$ cat config.mk
export PLATFORM = sky130hd
export DESIGN_NAME = pipeline_controller
export DESIGN_NICKNAME = d
export VERILOG_FILES = /design/src/rtl/pipeline_controller.sv
export SDC_FILE = /design/constraint.sdc
export NUM_CORES = 1
export LEC_CHECK = 0
export BUFFER_PORTS_ARGS = -buffer_cell sky130_fd_sc_hd__buf_2
export CAP_MARGIN = 25
export CELL_PAD_IN_SITES_DETAIL_PLACEMENT = 2
export CELL_PAD_IN_SITES_GLOBAL_PLACEMENT = 2
export CORE_MARGIN = 2
export CORE_UTILIZATION = 30
export DETAILED_ROUTE_END_ITERATION = 7
export HOLD_SLACK_MARGIN = 0.02
export PLACE_DENSITY = 0.89
export SYNTH_ARGS = -nofsm -noshare
export SYNTH_HDL_FRONTEND = slang
export SYNTH_SLANG_ARGS = --single-unit
$ cat constraint.sdc
create_clock -name clock -period 3.2 [get_ports clock]
set_input_delay 0.64 -clock clock [delete_from_list [all_inputs] [get_ports clock]]
set_output_delay 0.64 -clock clock [all_outputs]
set_load 0.02 [all_outputs]
$ cat src/rtl/pipeline_controller.sv
// ---------------------------------------------------------------------------
// pipeline_controller
//   Stall/flush sequencer for the 5-stage pipeline. Looks at decode, execute
//   and memory stage status and produces hold/bubble/flush controls for the
//   fetch/decode and decode/execute pipeline registers. It handles load-use
//   hazards, taken-branch flushes, multi-cycle MUL occupancy of execute and
//   data-memory wait states. It also keeps a saturating count of stall cycles.
//
// Ports
//   clock, reset        rising-edge clock, asynchronous active-high reset
//   d_valid             decode holds a valid instruction
//   d_src_reg_1/2       decode source register indices
//   x_opcode            execute stage opcode (MUL detection)
//   x_dst_reg           execute stage destination register
//   x_mem_read          execute stage holds a load
//   x_branch_taken      branch resolved taken in execute this cycle
//   m_mem_req           memory stage accessing data memory
//   m_mem_ready         data memory completes the access this cycle
//   f_stall, d_stall    hold PC + fetch/decode register, hold decode
//   fd_flush            zero fetch/decode register at next edge
//   dx_bubble           inject all-zero NOP into decode/execute register
//   dx_hold             hold decode/execute register
//   x_hold              hold execute/memory register (memory freeze)
//   mul_done            final execute cycle of a MUL
//   stall_cycles        saturating count of cycles with f_stall=1
// ---------------------------------------------------------------------------
module pipeline_controller #(
  parameter int unsigned MUL_LATENCY = 5,
  parameter logic [6:0]  OPC_MUL     = 7'h02
) (
  input  logic        clock,
  input  logic        reset,
  input  logic        d_valid,
  input  logic [5:0]  d_src_reg_1,
  input  logic [5:0]  d_src_reg_2,
  input  logic [6:0]  x_opcode,
  input  logic [5:0]  x_dst_reg,
  input  logic        x_mem_read,
  input  logic        x_branch_taken,
  input  logic        m_mem_req,
  input  logic        m_mem_ready,
  output logic        f_stall,
  output logic        d_stall,
  output logic        fd_flush,
  output logic        dx_bubble,
  output logic        dx_hold,
  output logic        x_hold,
  output logic        mul_done,
  output logic [31:0] stall_cycles
);

  typedef enum logic [1:0] {
    RUN      = 2'd0,
    MUL_BUSY = 2'd1,
    MUL_LAST = 2'd2
  } state_t;

  // The detect cycle and MUL_LAST account for two of the MUL_LATENCY cycles;
  // MUL_BUSY counts cnt down to zero, covering the remaining ones.
  localparam logic [3:0] MUL_CNT_INIT = 4'(MUL_LATENCY - 3);

  state_t      state_q, state_d;
  logic [3:0]  cnt_q, cnt_d;
  logic [31:0] stall_cycles_q, stall_cycles_d;

  logic freeze;
  logic load_use;

  assign freeze   = m_mem_req & ~m_mem_ready;
  assign load_use = x_mem_read & d_valid & (x_dst_reg != 6'd0) &
                    ((x_dst_reg == d_src_reg_1) | (x_dst_reg == d_src_reg_2));

  always_comb begin
    state_d   = state_q;
    cnt_d     = cnt_q;
    f_stall   = 1'b0;
    d_stall   = 1'b0;
    fd_flush  = 1'b0;
    dx_bubble = 1'b0;
    dx_hold   = 1'b0;
    x_hold    = 1'b0;
    mul_done  = 1'b0;

    if (reset) begin
      // Keep the pipeline registers flushed to NOPs while reset is held.
      fd_flush  = 1'b1;
      dx_bubble = 1'b1;
    end else if (freeze) begin
      // Whole front of the pipeline waits on data memory; hazards are
      // re-evaluated once the freeze lifts because their inputs are held.
      f_stall = 1'b1;
      d_stall = 1'b1;
      dx_hold = 1'b1;
      x_hold  = 1'b1;
    end else begin
      unique case (state_q)
        RUN: begin
          if (x_branch_taken) begin
            fd_flush  = 1'b1;
            dx_bubble = 1'b1;
          end else if (x_opcode == OPC_MUL) begin
            f_stall = 1'b1;
            d_stall = 1'b1;
            dx_hold = 1'b1;
            state_d = MUL_BUSY;
            cnt_d   = MUL_CNT_INIT;
          end else if (load_use) begin
            f_stall   = 1'b1;
            d_stall   = 1'b1;
            dx_bubble = 1'b1;
          end
        end
        MUL_BUSY: begin
          f_stall = 1'b1;
          d_stall = 1'b1;
          dx_hold = 1'b1;
          if (cnt_q == 4'd0) begin
            state_d = MUL_LAST;
          end else begin
            cnt_d = cnt_q - 4'd1;
          end
        end
        MUL_LAST: begin
          // Departing MUL is still in X here; not returning through RUN's
          // detect path keeps it from being seen as a new MUL.
          mul_done = 1'b1;
          state_d  = RUN;
        end
        default: begin
          state_d = RUN;
        end
      endcase
    end
  end

  always_comb begin
    stall_cycles_d = stall_cycles_q;
    if (f_stall && (stall_cycles_q != 32'hFFFF_FFFF)) begin
      stall_cycles_d = stall_cycles_q + 32'd1;
    end
  end

  always_ff @(posedge clock or posedge reset) begin
    if (reset) begin
      state_q        <= RUN;
      cnt_q          <= 4'd0;
      stall_cycles_q <= 32'd0;
    end else begin
      state_q        <= state_d;
      cnt_q          <= cnt_d;
      stall_cycles_q <= stall_cycles_d;
    end
  end

  assign stall_cycles = stall_cycles_q;

endmodule

Word-level counts from Yosys, hierarchy flattened

Index checks and enable logic that the tools add are counted.

Bits in registers: 38
Logic and storage cells: 63
Input bits: 32
Output and inout bits: 39

Bitwise operators: 8
Add/subtract/negate cells: 2
Muxes and demuxes: 33
Equal/unequal tests: 10
Reductions and logical operators: 7

Operator list:

| cell                    | count |
|---|---|
| $add A32 B1 Y32 const B | 1 |
| $ne A32 B32 Y1 const B  | 1 |
| $mux W1                 | 23 |
| $eq A6 B6 Y1            | 2 |
| $mux W4                 | 3 |
| $ne A2 B2 Y1 const B    | 4 |
| $pmux W4 S2             | 1 |
| $eq A7 B2 Y1 const B    | 1 |
| $mux W2                 | 3 |
| $reduce_and A6 Y1       | 1 |
| $reduce_bool A6 Y1      | 1 |
| $reduce_and A5 Y1       | 1 |
| $and A1 B1 Y1           | 4 |
| $logic_not A4 Y1        | 1 |
| $pmux W1 S2             | 2 |
| $pmux W2 S2             | 1 |
| $sub A4 B1 Y4 const B   | 1 |
| $not A1 Y1              | 3 |
| $eq A2 B1 Y1 const B    | 1 |
| $eq A2 B2 Y1 const B    | 1 |
| $logic_not A2 Y1        | 1 |
| $reduce_bool A2 Y1      | 1 |
| $logic_and A1 B1 Y1     | 1 |
| $or A1 B1 Y1            | 1 |

Logic depth before layout (Yosys ltp)

Depth in word-level cells: 10
Depth in mapped cells: 8
Gate-level depth less buffers: 7

Worst setup path before layout

No wires, ideal clock.

Path kind: in2out
From: input reset
To: output dx_bubble
Cell stages on the path: 3
Setup slack: 376 ps
Path buffers: 0
Data required time: 2560 ps
Data arrival time: 2184 ps
Path through: inv_1 -> nand2_1 -> nand2b_1

Word-level cells in the longest chain between the ends: 1

RTL lines:

| what               | line | source |
|---|---|---|
| start: declaration | 32   | `input logic reset,` |
| $mux W1            | 84   | `if (reset) begin` |
| end: declaration   | 45   | `output logic dx_bubble,` |

Every way passes these cells.

Worst setup path after layout

From: input x_dst_reg[0]
To: output d_stall

Word-level cells in the longest chain between the ends: 9
Elaborated cells between the ends (all ways): 12
Classes of those cells: eq/ne: 2; mux: 6; bitwise: 3; reduce/logical: 1

RTL lines:

| what                                               | line   | source |
|---|---|---|
| start: declaration                                 | 37     | `input logic [5:0] x_dst_reg,` |
| $eq A6 B6 Y1 or $reduce_bool A6 Y1 (tied branches) | 71, 70 |  |
| $or A1 B1 Y1 or $and A1 B1 Y1 (tied branches)      | 71, 70 |  |
| $and A1 B1 Y1 (*)                                  | 70     | `assign load_use = x_mem_read & d_valid & (x_dst_reg != 6'd0) &` |
| $mux W1 (*)                                        | 107    | `end else if (load_use) begin` |
| $mux W1 (*)                                        | 101    | `end else if (x_opcode == OPC_MUL) begin` |
| $mux W1 (*)                                        | 98     | `if (x_branch_taken) begin` |
| $pmux W1 S2 (*)                                    | 96     | `unique case (state_q)` |
| $mux W1 (*)                                        | 88     | `end else if (freeze) begin` |
| $mux W1 (*)                                        | 84     |  |
| end: declaration                                   | 43     | `output logic d_stall,` |

Every way passes the cells marked *; elsewhere a longest branch is shown, timed or not.

==> results_dict.tcl <==
set metrics [dict create \
    dp_hpwl_um 5373 \
    final_nets 341 \
    share_comb_of_total_power 0.297 \
    wl_met2_um 3668 \
    drv_cap 0 \
    yosys.cell_count.top_type "dfrtp_1" \
    dr.pass1.iters 4 \
    power.switching_uw 530.4 \
    dieArea_um2 8147 \
    setup_violations 0 \
    vias_per_cell 5.037 \
    overflow 0 \
    worst_slew_pin_slew_ps 666.3 \
    clockRootBuffer "clkbuf_8" \
    grt_max_degree 39 \
    holdPathStages 1 \
    clk_pin_slew_ps 70 \
    p_total_mw 1.486 \
    htree_num_levels 2 \
    power_frac_seq 0.422 \
    cts_inserted_buffers 5 \
    synth_area_leader_cell "dfrtp_1" \
    outcome "finished clean" \
    internal-power_uw 955.8 \
    synth_flop_cell "dfrtp_1" \
    clock_power_share 0.281 \
    wl_met3_um 205 \
    wl_met1_um 2967 \
    ys_async_sr_fraction 1.000 \
    dr.first_iter.drc_count 44 \
    avgSynthCellArea_um2 9.498 \
    grt_pass1_wl_um 11850 \
    finalCritPeriodShare 0.9006 \
    die_w_um 90.26 \
    cts_tree "yes" \
    crit_path_start_kind "primary input" \
    skew_ps 8.041 \
    yosys_warnings 0 \
    die_y_um 90.26 \
    syn_nets 269 \
    gp_congestion 0.7716 \
    tns_ps 0 \
    routed_wl_um 6906 \
    placement.cell_area_um2 2689 \
    ant_nets 0 \
    slew_viol_final 0 \
    ys_seq_area_frac 0.4260 \
    critPathCaptureType "output pin" \
    start_util 0.3094 \
    switching_share 0.3569 \
    ioPinCount 71 \
    cts_buffer_depth 2 \
    gr-usage-all-layers 0.1800 \
    rsz0062_at_grt "no" \
    power_density_nw_per_um2 530.5 \
    ys_seq_elements 38 \
    wl_per_cell_um 17.01 \
    drive_above_1_share 0.2964 \
    first_global_vias 2316 \
    vdd_ir_drop_max_mv 0.3253 \
    drc 0 \
    numPortBuffers 70 \
    grt_antenna_before_repair 0 \
    post-route-min-period_ps 2882 \
    critical_path_arrival_ps 2240 \
    clkLatencyLatePin_ps 290 \
    post_cts_buffers 0 \
    cts_sinks 38 \
    maxUsedRoutingLayer "met4" \
    core_um2 7214 \
    synth_edf_count 0 \
    finalHoldViolations 0 \
    criticalPathCategory "primary input to output pin" \
    hp-class "flip-flop to flip-flop" \
    fmaxAchievable_mhz 347.0 \
    synthCells 235 \
    ctsHoldBuffers 0 \
    cts.repair.resized 0 \
    ys_top_cells_by_area "dfrtp_1, xnor2_1, nand2_1, nand4_1, nand3_1" \
    worst-path-max-fanout 11 \
    worstRegToRegCells 7 \
    fin_area_um2 2801 \
    netlist.area_leader.share 0.4260 \
    netlist_top_cells_count "dfrtp_1, xnor2_1, nand2_1, nand3_1, nand4_1" \
    vias 2045 \
    synth_area_um2 2232 \
    leakagePower_nw 1.270 \
    cp.required_ps 2560 \
    antennaDiodeCount 0 \
    syn_to_final_growth_pct 25.50 \
    std_cell_rows 31 \
    synthDistinctLibCells 43 \
    relSlewSlack 0.5495 \
]
==> layer usage <==
metal,up-vias,GRT usage
met5,-,0
li1,971,-
met4,0,0.04872
met3,6,0.04007
met2,35,0.3233
met1,1033,0.2169
==> metrics by stage <==
| stage | instances | utilization | setup slack (ps) | hold WS (ps) |
|---|---|---|---|---|
| 2_1_floorplan | 235 | - | 376.0 | 447.6 |
| 3_3_place_gp | 399 | 0.3727 | 354.0 | 475.8 |
| 3_5_place_dp | 399 | 0.3727 | 296.2 | 478.9 |
| 4_1_cts | 406 | 0.3883 | 305.7 | 492.5 |
| 5_1_grt | 406 | 0.3883 | 259.7 | 530.8 |
| 6_report | 406 | 0.3883 | 318.0 | 483.7 |
==> kinds of logic after synthesis <==
kind of cell | share of synthesized area
and+or+nand+nor | 0.3077
DFF | 0.4260
xor gates and xnor gates | 0.1452
buffers and inverters | 0.03307
AOI/OAI and AO/OA | 0.04148
muxes | 0.03531
adders and majority gates | 0.01121
==> sequential cells by signal (all words and copies together), names as in the netlist <==
| signal | cells |
|---|---|
| cnt_q | 4 |
| stall_cycles | 32 |
| state_q | 2 |
==> area by class of cell <==
class | instances | area [um^2]
Timing Repair Buffer | 74 | 380.4
Clock inverter | 1 | 30.03
Inverter | 7 | 26.28
Clock buffer | 6 | 82.58
Tap cell | 99 | 123.9
Fill cell | 849 | 4413
Multi-Input combinational cell | 181 | 1207
Sequential cell | 38 | 950.9
==> critical path, stage by stage <==
cell	delay [ps]
buf_2	130
or4_1	510
o311a_1	320
a31o_1	390
buf_2	240
==> power groups by stage <==
stage          combinational (mW)  clock (mW)  sequential, mW
6_report                    0.441       0.418           0.627
5_1_grt                     0.490       0.451           0.641
4_1_cts                     0.449       0.433           0.628
3_5_place_dp                0.448           0           0.637
3_3_place_gp                0.422           0           0.628
2_1_floorplan               0.293           0           0.637
==> cell usage in the layout (no fill, tap or decap), types with 2 or more instances in the layout <==
master	count
buf_2	70
dfrtp_1	38
xnor2_1	35
nand2_1	31
nand3_1	18
nand4_1	16
nor3_1	9
nor2_1	9
inv_1	7
and3_1	6
clkbuf_8	6
o21ai_0	5
mux2_1	5
nand4b_1	4
a21oi_1	4
and2_1	4
buf_4	4
and4_1	3
nor3b_1	3
nand3_2	3
nor2b_1	2
nand3b_1	2
xor2_1	2
mux2_2	2
ha_1	2
==> worst paths after layout <==
kind	to	slack, ps	start
max	d_stall	320	x_dst_reg[0]
min	cnt_q[3]	480	cnt_q[3]
max reg2reg	stall_cycles[26]	750	state_q[1]
min reg2reg	cnt_q[3]	480	cnt_q[3]
max in group asynchronous	stall_cycles[6]	2290	reset
min in group asynchronous	state_q[0]	550	reset
(Power assumes the default switching activity.)
